<file path="src/rtl/dsp_add.sv">
// dsp_add / dsp_add_v2: registered adders modelled on one DSP48E2 slice with
// the ALU in add mode. dsp_add runs the slice as a single 48-bit lane
// (USE_SIMD = ONE48). dsp_add_v2 splits it into two 24-bit lanes with no
// carry between them (USE_SIMD = TWO24). Only the P register is used, and
// RSTP is the only reset.

// Behavioural model of the DSP48E2 datapath used by both adders:
// X/Y/Z/W multiplexers, the SIMD-aware ALU adder and the P register.
module dsp_add_core #(
  parameter int unsigned W     = 48,
  parameter bit          TWO24 = 1'b0,
  localparam int unsigned OUT_W = TWO24 ? 2 * W : W
) (
  input  logic             clock,
  input  logic             reset,
  input  logic [29:0]      i_a,
  input  logic [17:0]      i_b,
  input  logic [47:0]      i_c,
  output logic [OUT_W-1:0] o_p
);

  // OPMODE = W:0, Z:C, Y:0, X:A:B, giving P = C + A:B.
  localparam logic [8:0] OPMODE  = 9'b00_011_00_11;
  localparam logic [3:0] ALUMODE = 4'b0000;

  logic [47:0] r_p;
  logic [47:0] w_m;
  logic [47:0] w_x;
  logic [47:0] w_y;
  logic [47:0] w_z;
  logic [47:0] w_w;
  logic [47:0] w_alu;
  logic        w_cin;
  logic [25:0] w_sum_lo;
  logic [1:0]  w_carry_lo;
  logic [23:0] w_sum_hi;

  // The multiplier is unused and CARRYIN is tied low.
  assign w_m   = '0;
  assign w_cin = 1'b0;

  // Decode OPMODE into the four ALU input multiplexers.
  always_comb begin
    w_x = '0;
    w_y = '0;
    w_z = '0;
    w_w = '0;
    case (OPMODE[1:0])
      2'b01:   w_x = w_m;
      2'b10:   w_x = r_p;
      2'b11:   w_x = {i_a, i_b};
      default: w_x = '0;
    endcase
    case (OPMODE[3:2])
      2'b01:   w_y = w_m;
      2'b10:   w_y = '1;
      2'b11:   w_y = i_c;
      default: w_y = '0;
    endcase
    case (OPMODE[6:4])
      3'b010:  w_z = r_p;
      3'b011:  w_z = i_c;
      default: w_z = '0;
    endcase
    case (OPMODE[8:7])
      2'b01:   w_w = r_p;
      2'b11:   w_w = i_c;
      default: w_w = '0;
    endcase
  end

  // Split the adder at bit 24. In TWO24 mode the low-lane carry is dropped,
  // so the lanes are independent. In ONE48 mode it carries into the high half.
  assign w_sum_lo   = 26'(w_x[23:0]) + 26'(w_y[23:0]) + 26'(w_z[23:0])
                    + 26'(w_w[23:0]) + 26'(w_cin);
  assign w_carry_lo = w_sum_lo[25:24];
  assign w_sum_hi   = w_x[47:24] + w_y[47:24] + w_z[47:24] + w_w[47:24]
                    + (TWO24 ? 24'd0 : 24'(w_carry_lo));

  // Only the ALUMODE add function is modelled. The carry-out of the top
  // lane is discarded.
  always_comb begin
    w_alu = '0;
    case (ALUMODE)
      4'b0000: w_alu = {w_sum_hi, w_sum_lo[23:0]};
      default: w_alu = '0;
    endcase
  end

  // P register: synchronous active-low RSTP, with the clock enable tied high.
  always_ff @(posedge clock) begin
    if (!reset) r_p <= '0;
    else        r_p <= w_alu;
  end

  // Expose only the low W bits of each active lane.
  if (TWO24) begin : g_two24_out
    assign o_p = {r_p[24 +: W], r_p[0 +: W]};
  end else begin : g_one48_out
    assign o_p = r_p[W-1:0];
  end

endmodule


// Dual-lane registered adder. Each lane computes (a + b) mod 2^width on its own.
module dsp_add_v2 #(
  parameter int unsigned width = 24
) (
  input  logic             clock,
  input  logic             reset,
  input  logic [width-1:0] a0,
  input  logic [width-1:0] b0,
  input  logic [width-1:0] a1,
  input  logic [width-1:0] b1,
  output logic [width-1:0] y0,
  output logic [width-1:0] y1
);

  if (width == 0 || width > 24) begin : g_bad_width
    $error("dsp_add_v2: width must be in 1..24");
  end

  logic [47:0]        w_ab;
  logic [47:0]        w_c;
  logic [2*width-1:0] w_p;

  // Lane 0 occupies bits 23:0 and lane 1 occupies bits 47:24.
  assign w_ab = {24'(a1), 24'(a0)};
  assign w_c  = {24'(b1), 24'(b0)};

  dsp_add_core #(
    .W     (width),
    .TWO24 (1'b1)
  ) u_dsp (
    .clock (clock),
    .reset (reset),
    .i_a   (w_ab[47:18]),
    .i_b   (w_ab[17:0]),
    .i_c   (w_c),
    .o_p   (w_p)
  );

  assign y0 = w_p[width-1:0];
  assign y1 = w_p[2*width-1:width];

endmodule

</file>
<file path="config.mk">
export PLATFORM = sky130hd
export DESIGN_NAME = dsp_add_v2
export DESIGN_NICKNAME = d
export VERILOG_FILES = /design/src/rtl/dsp_add.sv
export SDC_FILE = /design/constraint.sdc
export NUM_CORES = 1
export LEC_CHECK = 0
export CAP_MARGIN = 20
export CORE_MARGIN = 3
export CORE_UTILIZATION = 41
export CTS_BUF_LIST = sky130_fd_sc_hd__clkbuf_8
export DETAILED_ROUTE_END_ITERATION = 6
export HOLD_SLACK_MARGIN = 0.05
export PLACE_DENSITY = 0.75
export SLEW_MARGIN = 20
export SYNTH_ARGS = -nofsm -noshare
export SYNTH_HDL_FRONTEND = slang
export SYNTH_HIERARCHICAL = 1
export SYNTH_SLANG_ARGS = --single-unit
</file>
<file path="constraint.sdc">
create_clock -name clock -period 2 [get_ports clock]
set_clock_uncertainty 0.1 [all_clocks]
set_input_delay 0.2 -clock clock [delete_from_list [all_inputs] [get_ports clock]]
set_output_delay 0.2 -clock clock [all_outputs]
set_load 0.1 [all_outputs]
</file>
* Word level (Yosys, flattened, before mapping)
Cells that the tools add are included.
Storage, ports and cells: logic and storage cells 3, register bits 48, output and inout port bits 48, input port bits 98
Operators by class: add/subtract/negate cells 2
Operator list (count):
- $add 24x24->24 | 2

* Logic depth before layout (Yosys ltp)
depth in word-level cells 1, mapped depth 9, mapped depth without buffers 9

* Least setup slack after synthesis
OpenSTA, ideal clock, no wires.
kind input to register, from in a1[0], to reg u_dsp.r_p[36], in the netlist u_dsp/o_p[36], arrival 1.942 ns, setup slack -0.157 ns, required time 1.785 ns, path buffers 0, stages 9, setup time 0.115 ns, cells stage by stage ha_1 > fa_1 > a21o_1 > a221oi_2 > o21ai_0 > nand3_1 > nand2_1 > xor2_1 > and2_1
Between the ends: word-level cells in the longest chain between the ends 1
Ends and longest elaborated chain:
- start, declared | line 114 | input logic [width-1:0] a1,
- $add 24x24->24 | line 77 | assign w_sum_hi = w_x[47:24] + w_y[47:24] + w_z[47:24] + w_w[47:24]
- end signal, assigned | line 93 | else r_p <= w_alu;
- end, declared | line 26 | logic [47:0] r_p;
Every way passes these cells. A chain may end at the register's enable or synchronous reset.

* Worst setup path after layout
from in b1[11], to reg u_dsp.r_p[44], in the netlist u_dsp/o_p[44]
Between the ends: word-level cells in the longest chain between the ends 1
Ends and longest elaborated chain:
- start, declared | line 115 | input logic [width-1:0] b1,
- $add 24x24->24 | line 77
Every way passes these cells.

==> impl_metrics.toml <==
[route]
drt_wl_total_um = 12780
wl_per_cell_um = 16.21
first_iter_violations = 118
avgViaCountPerCell = 5.272
drc = 0
drt.antenna.violating_nets = 0
vias = 4154
firstDrtPassIters = 4

[synthesis]
synth-seq-cells = 48
ys_seq_area_share_pct = 25.64
synth_fp_nets = 571
synth_cell_types = 64
syn_inst = 425
synth_ff_type = "dfxtp_1"
syn_area_per_cell_um2 = 8.817
async_reset_ff_share_pct = 0
synth_edf_count = 0
synth_warnings = 6
syn_area_um2 = 3747

[flow_run]
cap_violations = 0

[min_path]
min_path_type = "input port to register"
min_delay_path_depth = 3

[placed_design]
place_congestion = 0.9396
portBuffers = 145
placed_area_um2 = 5949
dp_hpwl_um = 8929
dp_slack_ns = -0.6775
dp_cells = 766

[floorplan]
die_y_um = 101.6
io_pins = 146
core-area_um2 = 8806
die_x_um = 101.6
rows = 34
initial_utilization_pct = 42.55
dieArea_um2 = 10320

[layout]
nets = 825
diodes = 0
fillCellCount = 557
final_area_um2 = 6834
final-instance-count-excl-fill = 788
layout-drive-gt1-share_pct = 39.85
area_growth_pct = 82.37
largest_register_ffs = 48

[sta]
rsz0062_at_grt = "yes"
hold_viol = 0
fin_ws_ns = 0.03057
tightestPinTransition_ns = 0.4098
fmax_mhz = 507.8
finalCritPeriodShare_pct = 98.47
slew_headroom_pct = 72.68
tns_ns = 0
slew_violations = 0
finalSetupViolations = 0
finalCriticalPeriod_ns = 1.969

[pwr]
power.density_nw_per_um2 = 686.2
power_frac_seq_pct = 24.2
irDropWorstVdd_mv = 0.3931
power_leakage_nw = 3.318
pwr-share-clk_pct = 15.9
p_sw_w = 0.002154
swShare_pct = 45.94
combinationalPowerShare_pct = 59.9
p_int_w = 0.002535

[critical_path]
crit_fanout = 5
worstSetupEndpointType = "register"
max_stage_delay_ns = 0.52
crit_slowest_cell = "clkdlybuf4s50_1"
crit_chain = "clkdlybuf4s50_1 -> ha_4 -> a21oi_1 -> nor2b_1 -> o211ai_2 -> nand2_2 -> o22ai_2 -> o21ai_2 -> mux2i_1"
cp.arrival_ns = 2.11
cp_data_required_time_ns = 2.14
worstSetupPathType = "input port to register"
critPathLaunchType = "input port"

[clock_tree]
root_buffer = "clkbuf_8"
clk_pin_slew_worst_paths_ns = 0.10
cts-buffers-inserted = 5
cts_tree = "done"
cts.path.max_buffers = 2
htreeDepth = 2
cts.sink_count = 48

[grt]
antenna_found_initial = 0
track_usage_pct = 21.55
grt_pass1_vias = 4004
grt_overflow = 0
grt_pass1_wl_um = 18150
grt_max_degree = 23

[run_status]
status = "complete, no violations"
==> final timing paths <==
path            end    from
max   u_dsp/o_p[44]  b1[11]
min   u_dsp/o_p[24]   a1[0]
==> placed cells by master (no fill, tap or decap), types with 3 or more instances in the layout <==
cell type        instances
ha_4                    28
clkbuf_2                 4
nor2b_1                  4
clkdlybuf4s15_1          3
dfxtp_1                 48
xnor2_1                 20
buf_6                    9
nand2_1                 31
xor2_1                  13
clkdlybuf4s50_1         37
mux2i_1                  4
clkbuf_8                 5
o21ai_2                  7
o21ai_0                 13
ha_2                     3
nand3_1                  7
and2_1                  35
nor2_1                   9
o211ai_1                 4
o21bai_1                 4
nand2b_1                 6
a21oi_4                  3
dlygate4sd2_1            8
nand4_1                 11
a21oi_1                 28
inv_1                   10
nand2_2                  3
a21oi_2                  8
buf_4                  159
dlymetal6s2s_1          42
o21a_1                   6
a21o_1                  21
a31oi_4                  3
o21ai_1                  7
ha_1                    15
==> area by class of cell <==
| type | instances | area, µm² | share of cell area, % |
|---|---|---|---|
| Timing Repair Buffer | 263 | 2316 | 33.89 |
| Inverter | 12 | 45.04 | 0.6591 |
| Multi-Input combinational cell | 349 | 3262 | 47.73 |
| Tap cell | 108 | 135.1 | 1.977 |
| Clock buffer | 5 | 68.82 | 1.007 |
| Sequential cell | 48 | 960.9 | 14.06 |
| Clock inverter | 3 | 46.29 | 0.6774 |
==> routing by layer <==
metal | vias up | track usage, % | routed length (µm)
li1 | 2061 | - | -
met2 | 131 | 39.99 | 6803
met1 | 1939 | 26.28 | 5023
met3 | 23 | 2.410 | 689
met5 | - | 0 | 0
met4 | 0 | 5.521 | 259
==> synthesized netlist by cell type (4+ instances only) <==
cell | number | area (µm²)
nor2b_1 | 4 | 25.02
xnor2_1 | 20 | 175.2
buf_2 | 5 | 25.02
xor2_1 | 13 | 113.9
o21bai_1 | 6 | 45.04
clkbuf_1 | 10 | 37.54
inv_1 | 12 | 45.04
o211ai_1 | 4 | 30.03
nand4_1 | 11 | 68.82
dfxtp_1 | 48 | 960.9
o21ai_1 | 9 | 45.04
a21oi_1 | 35 | 175.2
o21ai_0 | 17 | 85.08
a21o_1 | 21 | 157.7
nand2b_1 | 6 | 37.54
nor2_1 | 9 | 33.78
nand3_1 | 10 | 50.05
o21a_1 | 6 | 45.04
nand2_1 | 33 | 123.9
ha_1 | 46 | 575.6
mux2i_1 | 4 | 40.04
and2_1 | 37 | 231.5
==> power by group through the flow <==
stage | clock, W | sequential [W] | combinational [W]
finish | 0.000746 | 0.00114 | 0.00281
global route | 0.000793 | 0.00115 | 0.00296
CTS | 0.000769 | 0.00113 | 0.00265
detailed placement | 0 | 0.00116 | 0.00254
global placement | 0 | 0.00115 | 0.00251
floorplan | 0 | 0.00210 | 0.000764
==> cell families after synthesis <==
family	Yosys count	share of synthesized area, %
and+or+nand+nor	128	18.63
xor gates and xnor gates	33	7.713
DFF	48	25.64
adders and majority gates	48	16.43
AOI/OAI and AO/OA	135	27.08
muxes	5	1.369
buffers and inverters	28	3.138
==> worst max-delay path, delay by kind of cell <==
family / cells / cell delay [ns]
multiplexers: 1 / 0.18
buffers and inverters: 1 / 0.52
AND/OR/NAND/NOR: 2 / 0.44
AO/OA/AOI/OAI: 4 / 0.55
adder cells (fa/ha/maj): 1 / 0.22
==> stage by stage <==
step / utilization (%) / hold slack, ns / power [W]
after detailed placement: 67.56 / 0.5408 / 0.003698
after global placement: 67.56 / 0.5327 / 0.003666
final: 77.61 / 0.1102 / 0.004689
after CTS: 72.08 / 0.2052 / 0.004548
after floorplan: - / 0.3100 / 0.002859
after global routing: 77.61 / 0.1126 / 0.004901
==> timing repair <==
action / CTS / global route
gates resized for setup: 49 / 113
hold buffers: 0 / 0
pin swaps: 30 / 68
setup endpoints to repair: 31 / 23
buffers inserted: 7 / 7
(Power assumes the default switching activity.)
